File: src/rtl/gpu_pkg.sv
// Shared types and defaults for the 2D shapes GPU drawing engines.
package gpu_pkg;

  localparam int unsigned CoordWDefault = 8;
  localparam int unsigned ColorWDefault = 24;

  // Command lifecycle of a drawing engine.
  typedef enum logic [1:0] {
    StIdle,
    StSetup,
    StDraw,
    StFinish
  } raster_state_e;

  // Rectangle command at the default widths.
  typedef struct packed {
    logic [CoordWDefault-1:0] x0;
    logic [CoordWDefault-1:0] y0;
    logic [CoordWDefault-1:0] x1;
    logic [CoordWDefault-1:0] y1;
    logic                     fill_enable;
    logic [ColorWDefault-1:0] color;
  } rect_cmd_t;

endpackage

File: src/rtl/rect_bounds.sv
// Corner normalisation and screen clipping for a rectangle command.
// Clipping and the off-screen flag exist only when RECT_RASTER_CLIP_EN is defined.
module rect_bounds
  import gpu_pkg::*;
#(
  parameter int unsigned COORD_W  = CoordWDefault,
  parameter int unsigned SCREEN_W = 256,
  parameter int unsigned SCREEN_H = 256
) (
  input  logic [COORD_W-1:0] x0,
  input  logic [COORD_W-1:0] y0,
  input  logic [COORD_W-1:0] x1,
  input  logic [COORD_W-1:0] y1,
  output logic [COORD_W-1:0] xmin,
  output logic [COORD_W-1:0] xmax,
  output logic [COORD_W-1:0] ymin,
  output logic [COORD_W-1:0] ymax,
  output logic [COORD_W-1:0] cxl,
  output logic [COORD_W-1:0] cxh,
  output logic [COORD_W-1:0] cyl,
  output logic [COORD_W-1:0] cyh,
  output logic               empty
);

`ifdef RECT_RASTER_CLIP_EN
  localparam logic [COORD_W-1:0] XLim = COORD_W'(SCREEN_W - 1);
  localparam logic [COORD_W-1:0] YLim = COORD_W'(SCREEN_H - 1);
`endif

  // Order the corners, then clamp the far edges to the screen.
  always_comb begin
    xmin = (x0 < x1) ? x0 : x1;
    xmax = (x0 < x1) ? x1 : x0;
    ymin = (y0 < y1) ? y0 : y1;
    ymax = (y0 < y1) ? y1 : y0;
    cxl  = xmin;
    cyl  = ymin;
`ifdef RECT_RASTER_CLIP_EN
    cxh   = (xmax > XLim) ? XLim : xmax;
    cyh   = (ymax > YLim) ? YLim : ymax;
    empty = (xmin > XLim) || (ymin > YLim);
`else
    cxh   = xmax;
    cyh   = ymax;
    empty = 1'b0;
`endif
  end

endmodule

File: src/rtl/rect_raster.sv
// Rectangle rasteriser: accepts one command, normalises and (with RECT_RASTER_CLIP_EN)
// clips it, then streams filled or outline pixels on a back-pressured pixel port.
module rect_raster
  import gpu_pkg::*;
#(
  parameter int unsigned COORD_W  = CoordWDefault,
  parameter int unsigned COLOR_W  = ColorWDefault,
  parameter int unsigned SCREEN_W = 256,
  parameter int unsigned SCREEN_H = 256
) (
  input  logic               clk,
  input  logic               rst_n,
  input  logic               cmd_valid,
  output logic               cmd_ready,
  input  logic [COORD_W-1:0] x0,
  input  logic [COORD_W-1:0] y0,
  input  logic [COORD_W-1:0] x1,
  input  logic [COORD_W-1:0] y1,
  input  logic               fill_enable,
  input  logic [COLOR_W-1:0] color,
  output logic               pix_valid,
  input  logic               pix_ready,
  output logic [COORD_W-1:0] px,
  output logic [COORD_W-1:0] py,
  output logic [COLOR_W-1:0] pix_color,
  output logic               busy,
  output logic               done
);

  raster_state_e state_q, state_d;

  logic [COORD_W-1:0] x0_q, y0_q, x1_q, y1_q;
  logic               fill_q;
  logic [COLOR_W-1:0] color_q;

  logic [COORD_W-1:0] xmin_q, xmax_q, ymin_q, ymax_q, cxl_q, cxh_q, cyh_q;
  logic [COORD_W-1:0] b_xmin, b_xmax, b_ymin, b_ymax, b_cxl, b_cxh, b_cyl, b_cyh;
  logic               b_empty;

  // px/py double as the scan position; pv_q low in DRAW marks an idle interior row.
  logic [COORD_W-1:0] px_q, px_d, py_q, py_d;
  logic               pv_q, pv_d;

  logic               cmd_accept;
  logic [COORD_W-1:0] y_next, x_step;
  logic               left_vis, right_vis, row_is_border, next_is_border, row_more;

  assign cmd_accept = (state_q == StIdle) && cmd_valid;

  rect_bounds #(
    .COORD_W (COORD_W),
    .SCREEN_W(SCREEN_W),
    .SCREEN_H(SCREEN_H)
  ) u_bounds (
    .x0   (x0_q),
    .y0   (y0_q),
    .x1   (x1_q),
    .y1   (y1_q),
    .xmin (b_xmin),
    .xmax (b_xmax),
    .ymin (b_ymin),
    .ymax (b_ymax),
    .cxl  (b_cxl),
    .cxh  (b_cxh),
    .cyl  (b_cyl),
    .cyh  (b_cyh),
    .empty(b_empty)
  );

  // Row classification: border rows emit every clipped x, interior rows only visible edges.
  always_comb begin
    y_next         = py_q + COORD_W'(1);
    left_vis       = (cxl_q == xmin_q);
    right_vis      = (cxh_q == xmax_q);
    row_is_border  = fill_q || (py_q == ymin_q) || (py_q == ymax_q);
    next_is_border = fill_q || (y_next == ymin_q) || (y_next == ymax_q);
    row_more       = row_is_border ? (px_q < cxh_q) : (right_vis && (px_q < cxh_q));
    x_step         = row_is_border ? (px_q + COORD_W'(1)) : cxh_q;
  end

  // Next-state and scan-position update.
  always_comb begin
    state_d = state_q;
    px_d    = px_q;
    py_d    = py_q;
    pv_d    = pv_q;
    unique case (state_q)
      StIdle: begin
        if (cmd_valid) state_d = StSetup;
      end
      StSetup: begin
        if (b_empty) begin
          state_d = StFinish;
        end else begin
          px_d    = b_cxl;
          py_d    = b_cyl;
          pv_d    = 1'b1;
          state_d = StDraw;
        end
      end
      StDraw: begin
        // Advance only on a handshake or while passing over an idle row.
        if (!pv_q || pix_ready) begin
          if (pv_q && row_more) begin
            px_d = x_step;
          end else if (py_q == cyh_q) begin
            pv_d    = 1'b0;
            state_d = StFinish;
          end else begin
            py_d = y_next;
            if (next_is_border || left_vis) begin
              px_d = cxl_q;
              pv_d = 1'b1;
            end else if (right_vis) begin
              px_d = cxh_q;
              pv_d = 1'b1;
            end else begin
              px_d = cxl_q;
              pv_d = 1'b0;
            end
          end
        end
      end
      StFinish: begin
        state_d = StIdle;
      end
      default: begin
        state_d = StIdle;
      end
    endcase
  end

  // State, command capture and bounds capture.
  always_ff @(posedge clk) begin
    if (!rst_n) begin
      state_q <= StIdle;
      px_q    <= '0;
      py_q    <= '0;
      pv_q    <= 1'b0;
      x0_q    <= '0;
      y0_q    <= '0;
      x1_q    <= '0;
      y1_q    <= '0;
      fill_q  <= 1'b0;
      color_q <= '0;
      xmin_q  <= '0;
      xmax_q  <= '0;
      ymin_q  <= '0;
      ymax_q  <= '0;
      cxl_q   <= '0;
      cxh_q   <= '0;
      cyh_q   <= '0;
    end else begin
      state_q <= state_d;
      px_q    <= px_d;
      py_q    <= py_d;
      pv_q    <= pv_d;
      if (cmd_accept) begin
        x0_q    <= x0;
        y0_q    <= y0;
        x1_q    <= x1;
        y1_q    <= y1;
        fill_q  <= fill_enable;
        color_q <= color;
      end
      if (state_q == StSetup) begin
        xmin_q <= b_xmin;
        xmax_q <= b_xmax;
        ymin_q <= b_ymin;
        ymax_q <= b_ymax;
        cxl_q  <= b_cxl;
        cxh_q  <= b_cxh;
        cyh_q  <= b_cyh;
      end
    end
  end

  assign cmd_ready = (state_q == StIdle);
  assign busy      = (state_q != StIdle);
  assign done      = (state_q == StFinish);
  assign pix_valid = pv_q;
  assign px        = px_q;
  assign py        = py_q;
  assign pix_color = color_q;

endmodule

File: config.mk
export PLATFORM = sky130hd
export DESIGN_NAME = rect_raster
export DESIGN_NICKNAME = d
export VERILOG_FILES = /design/src/rtl/gpu_pkg.sv /design/src/rtl/rect_bounds.sv /design/src/rtl/rect_raster.sv
export SDC_FILE = /design/constraint.sdc
export NUM_CORES = 1
export LEC_CHECK = 0
export BUFFER_PORTS_ARGS = -buffer_cell sky130_fd_sc_hd__buf_4
export CORE_MARGIN = 4
export CORE_UTILIZATION = 51
export DETAILED_ROUTE_END_ITERATION = 7
export PLACE_DENSITY_LB_ADDON = 0.3
export SYNTH_ARGS = -nofsm -noshare
export SYNTH_HDL_FRONTEND = slang
export SYNTH_SLANG_ARGS = --single-unit
File: constraint.sdc
create_clock -name clk -period 1.9 [get_ports clk]
set_input_delay 0.38 -clock clk [delete_from_list [all_inputs] [get_ports clk]]
set_output_delay 0.38 -clock clk [all_outputs]
set_load 0.005 [all_outputs]
Yosys cells after proc, flatten, opt, wreduce, memory -nomap -nowiden
Index checks and enable logic that the tools add are counted.

storage, ports and cells
  memories kept = 0
  word-level logic and storage cells = 65
  RAM bits = 0
  bits in latches = 0
  ROM bits = 0
  output and inout port bits = 44
  register bits after elaboration = 108
  bits of input ports = 61

operators by class
  $lt $le $gt $ge = 3
  reduce and logical (&&, ||, !) cells = 13
  add/sub/neg operators = 2
  divide/modulo/power cells = 0
  bitwise logic cells = 0
  shift operators = 0
  muxes and demuxes = 22
  multiply operators = 0
  eq/ne operators = 11

operators with widths
  operator                                                                count
  8-bit two-way mux                                                       11
  8-bit one-hot mux with 2 select lines                                   2
  8-bit less-than comparator                                              3
  8-bit by 1-bit adder with 8-bit output (second input constant)          2
  8-bit equality test                                                     2
  2-bit inequality test (second input constant)                           5
  2-bit two-way mux                                                       4
  2-bit one-hot mux with 4 select lines                                   1
  4-bit AND reduction                                                     2
  3-bit AND reduction                                                     2
  2-bit equality test (second input constant)                             2
  2-bit nonzero test                                                      2
  1-bit logical OR                                                        3
  1-bit two-way mux                                                       3
  3-bit inequality test (second input constant)                           1
  2-bit by 1-bit equality test with 1-bit output (second input constant)  1
  1-bit logical AND                                                       2
  2-bit logical NOT                                                       1
  1-bit one-hot mux with 2 select lines                                   1
  1-bit logical NOT                                                       1

Depth between registers and ports, before layout
  depth after elaboration = 7
  depth in mapped cells = 10
  gate-level depth less buffers = 8

Hierarchy
From an unflattened synthesis, not the netlist that was laid out.

unflattened totals
  cells, all modules = 856
  area, all modules = 7460.9 sq um

by module, submodules not included
  module       instances  sequential area each (sq um)  area an instance (sq um)  cells each
  rect_raster  1          2642.5                        6358.6                    740
  rect_bounds  1          0.0                           1102.3                    116

Worst setup path before layout
Ideal clock, no wire load.

  kind = reg2reg
  start = register px_q[2] (netlist: px[2])
  end = register px_q[0] (netlist: px[0])
  clock period less this slack = 2.137 ns
  arrival = 2.012 ns
  stages on the path, launching flop included = 9
  setup slack = -0.237 ns
  required time = 1.775 ns
  cell sequence = dfxtp_1 > ha_1 > or4_4 > a21oi_4 > o31ai_2 > buf_6 > and3_1 > a211oi_1 > a31oi_1

on the way
  longest elaborated chain between the ends = 5
  elaborated cells on any way between the ends = 7

RTL lines
  element                                line                source
  from (decl)                            rect_raster.sv:41   logic [COORD_W-1:0] px_q, px_d, py_q, py_d;
  from (signal assigned)                 rect_raster.sv:155  px_q <= px_d;
  8-bit less-than comparator *           rect_raster.sv:77   row_more = row_is_border ? (px_q < cxh_q) : (right_vis && (px_q < cxh_q));
  1-bit logical AND *                    rect_raster.sv:104  if (pv_q && row_more) begin
  8-bit two-way mux                      rect_raster.sv:104
  8-bit two-way mux                      rect_raster.sv:103  if (!pv_q || pix_ready) begin
  8-bit one-hot mux with 2 select lines  rect_raster.sv:87   unique case (state_q)

Mark *: on every way between the ends. The rest lies on a longest branch, timed or not. The select of a mux whose other input is x is not followed.
A chain may end at the register's enable or synchronous reset.

Worst setup path in the final report
  start = register cxh_q[3]
  end = register state_q[1]

on the way
  longest elaborated chain between the ends = 4

RTL lines
  element                          line                source
  from (decl)                      rect_raster.sv:36   logic [COORD_W-1:0] xmin_q, xmax_q, ymin_q, ymax_q, cxl_q, cxh_q, cyh_q;
  from (signal assigned)           rect_raster.sv:172  cxh_q <= b_cxh;
  8-bit less-than comparator       rect_raster.sv:77
  1-bit logical AND                rect_raster.sv:104
  2-bit inequality test (no line)  n/a
  4-bit AND reduction (no line)    n/a
  to (signal assigned)             rect_raster.sv:136  state_q <= StIdle;
  to (signal assigned)             rect_raster.sv:154  state_q <= state_d;
  to (decl)                        rect_raster.sv:30   raster_state_e state_q, state_d;

No other way between the ends.

==> summary.md <==
| Metric | Value |
|---|---|
| Initial DRC count | `683` |
| Layout cells sized above 1 | `46.1%` |
| CTS tree | `built` |
| Reg-to-reg slack, setup | `-0.36 ns` |
| Critical Path RT | `2.18 ns` |
| Synth top area cells | `dfxtp_1 (38%), nand2_1 (8.7%), a21oi_1 (7.2%), ha_1 (5.9%), mux2i_1 (4.9%)` |
| Vias in the first global route | `5965` |
| Netlist cell types | `62` |
| Final hold violation count | `0` |
| WL per Instance | `19.6 um` |
| Post-Route Skew | `0.0140 ns` |
| Pwr Density | `1680 nW/um^2` |
| Worst EP arrival | `2.54 ns` |
| Global Route Usage Sum | `28.6%` |
| Die area | `13000 um^2` |
| Detailed Route WL | `21000 um` |
| Worst Path Buf+Inv | `2` |
| Max-cap violations | `0` |
| Final cell count without fillers | `1068` |
| Met2 routed WL | `10100 um` |
| Crit-path cells | `inv_2, ha_4, or4_4, a21oi_4, o31ai_4, buf_4, a22oi_2, mux2i_1, nor2_1` |
| PortBufs | `104` |
| Die Span X | `114 um` |
| Met3 WL | `1550 um` |
| Delay-heaviest family, CP | `simple AND/OR/NAND/NOR gates` |
| Fin. max-slew vios | `0` |
| CP Depth | `9` |
| Clk pwr share | `10.1%` |
| Highest routed layer | `met4` |
| CTS clock-pin slew for the worst setup and hold paths | `0.11 ns` |
| Crit path max fanout | `7` |
| Max-slew headroom | `65.0%` |
| # diodes | `0` |
| Fin area | `8680 um^2` |
| Gp weighted congestion | `0.914` |
| Global-route wire length before repair | `30000 um` |
| Post-synth EDFFs | `0` |
| Worst-case clock buffer depth | `2` |
| Post-synth top area share | `37.8%` |
| Crit-path slowest cell | `or4_4` |
| Status | `finished, violations left` |
| Final period utilization | `119%` |
| Crit path launch | `cxh_q[3]` |
| # setup viols final | `40` |
| Sequential power share | `22.5%` |
| Via density | `5.96` |
| CP Launch Type | `flip-flop` |
| Row count | `38` |
| Detail Placement HPWL | `12700 um` |
| Dpl cells | `1018` |
| Synth Instances | `694` |
| Power consumption | `14.6 mW` |
| Crit path kind | `reg -> reg` |
| Chip height | `114 um` |
| Initial Util | `52.5%` |
| Register area share after synthesis | `37.8%` |
| Post-synth top cells | `nand2_1 (133), dfxtp_1 (108), a21oi_1 (82)` |
| #FFs+latches synth | `108` |
| Cell Area, Placed | `7600 um^2` |
| Ys Warns | `0` |
| Avg Cell Area, Syn | `8.24 um^2` |
| Sw frac | `43.9%` |
| Largest net degree at the start of global routing | `63` |
| Violated checks | `setup timing` |
| Max rail drop VDD | `0.955 mV` |
| Net switching power | `6.40 mW` |
| Total CTS buffers | `9` |
| Gate power share | `67.4%` |
| FFs w/ async S/R, synth | `0%` |
| Mapped Nets | `782` |
| Main flop type after synthesis | `dfxtp_1` |
| CP Capture Type | `flip-flop` |
| Most frequent cell after synthesis | `nand2_1` |
| Min Tclk post-route | `2.26 ns` |
| CTS sink cnt | `108` |
| Top Ports | `105` |
| Max Fclk | `443 MHz` |
| Setup TNS | `-6.62 ns` |
| Residual DRC count | `0` |
| Final Worst Setup Slack | `-0.359 ns` |
| Metal-1 WL | `8630 um` |
| Worst-Skew Late Latency | `0.39 ns` |
| DRT antenna net count | `0` |
| Synth area leader | `dfxtp_1` |
| Mapped cell area | `5720 um^2` |
| Reg-to-reg startpoint | `cxh_q[3]` |
| Layout Nets | `1011` |
| Worst Reg2Reg Path Length in Cells | `9` |
| CTS Hold Bufs | `0` |
| Area grow syn2layout | `51.9%` |
| Critical path destination | `state_q[1]` |
| Lkg Pwr | `3.57 nW` |
| Int Pwr | `8.18 mW` |
| Total grt overflow | `0` |
| Hold Path Class | `in -> reg` |
| Htree depth | `3` |
| Vias post-DR | `6368` |
| Worst flop-to-flop path endpoint | `state_q[1]` |
| Unrepaired setup endpoints after global routing | `true` |
| Antenna violations before repair | `0` |
| Worst-margin pin slew | `0.520 ns` |
| Root buffer cell | `clkbuf_8` |
| Core area | `10900 um^2` |
| Largest stage delay, worst path | `0.55 ns` |
| Router iterations before antenna repair | `5` |
-- registers in the layout, summed over array words and instances, names as in the netlist --
name and count:
y0_q 8, pix_valid 1, fill_q 1, ymin_q 8, cxl_q 8, pix_color 24, x0_q 8, cyh_q 8
state_q 2, cxh_q 8, y1_q 8, py 8, px 8, x1_q 8
-- worst reg2reg max path: stages (launching register included) --
cell and delay (ns):
dfxtp_2 0.35, inv_2 0.05, ha_4 0.15, or4_4 0.55, a21oi_4 0.23, o31ai_4 0.14, buf_4 0.18, a22oi_2 0.19
mux2i_1 0.24, nor2_1 0.08
-- kinds of logic after synthesis --
kind of cell	Yosys count	share of synthesized area, %
and+or+nand+nor	235	17.6
AOI/OAI and AO/OA	195	24.1
DFF	108	37.8
buffers and inverters	75	5.56
xor gates and xnor gates	23	3.52
adders and majority gates	27	5.91
muxes	31	5.49
-- cell type report --
cell class / instances / area, um^2
inverter: 28 / 108
tap: 140 / 175
sequential: 108 / 2190
multi-input combinational: 511 / 3850
clock inverter: 6 / 70.1
timing repair buffer: 265 / 2150
fill: 624 / 2210
clock buffer: 10 / 128
-- power by group through the flow --
stage	Sequential [mW]	Clock, mW	Combinational (mW)
after CTS	3.23	1.47	8.74
final	3.28	1.48	9.83
after floorplan	3.32	0	4.44
after global routing	3.32	1.58	10.4
after detailed placement	3.25	0	7.29
after global placement	3.22	0	7.09
-- how the worst min path moves through the flow --
| stage | from | endpoint | slack, ns | depth (start not counted) |
|---|---|---|---|---|
| 2_1_floorplan | y1_q[1] | y1_q[1] | 0.45 | 2 |
| 3_3_place_gp | pix_color[15] | pix_color[15] | 0.44 | 2 |
| 3_5_place_dp | pix_color[6] | pix_color[6] | 0.45 | 2 |
| 4_1_cts | color[6] | pix_color[6] | 0.21 | 3 |
| 5_1_grt | color[3] | pix_color[3] | 0.22 | 3 |
| 6_report | color[3] | pix_color[3] | 0.23 | 3 |
-- metal layers --
layer,GRT usage [%],vias to the layer above
met5,0,-
met4,9.26,0
met3,5.46,75
met2,46.5,353
met1,38.3,3060
li1,-,2880
-- timing repair --
action	in CTS	in global routing
buffers inserted	24	15
endpoints found under the hold margin	0	0
pin swaps	41	41
gates cloned	2	0
setup endpoints to repair	44	51
gates resized for setup	86	73
-- through the flow --
stage	setup WS [ns]	hold slack, ns	utilization, %
after floorplan	-0.155	0.446	-
after global placement	-0.217	0.443	69.8
after detailed placement	-0.335	0.449	69.8
after CTS	-0.297	0.215	76.7
after global routing	-0.434	0.222	79.7
final	-0.359	0.225	79.7
-- cells in the final DEF (no fill, tap or decap), types with 3 or more instances in the layout --
cell type / instances
inv_2: 9
o21a_1: 3
a21oi_2: 14
o21ai_0: 3
ha_4: 12
a41oi_2: 5
xor2_1: 12
a21oi_4: 4
nor2_1: 41
mux2i_2: 3
o21ai_2: 4
a21oi_1: 69
nor3_1: 3
mux2i_4: 3
nand2b_1: 3
buf_6: 27
o211ai_1: 5
o21ai_1: 4
and3_1: 3
mux2_4: 3
buf_4: 233
clkbuf_8: 9
buf_12: 5
dfxtp_2: 21
nor2_2: 8
a211oi_2: 19
nor2_4: 6
a211o_1: 5
nand3_1: 13
xnor2_1: 11
inv_1: 18
dfxtp_1: 86
nand2_1: 132
ha_1: 13
a211oi_1: 18
a22o_1: 6
a31oi_1: 9
and2_1: 3
mux2i_1: 22
Power figures use the tool's default switching activity.
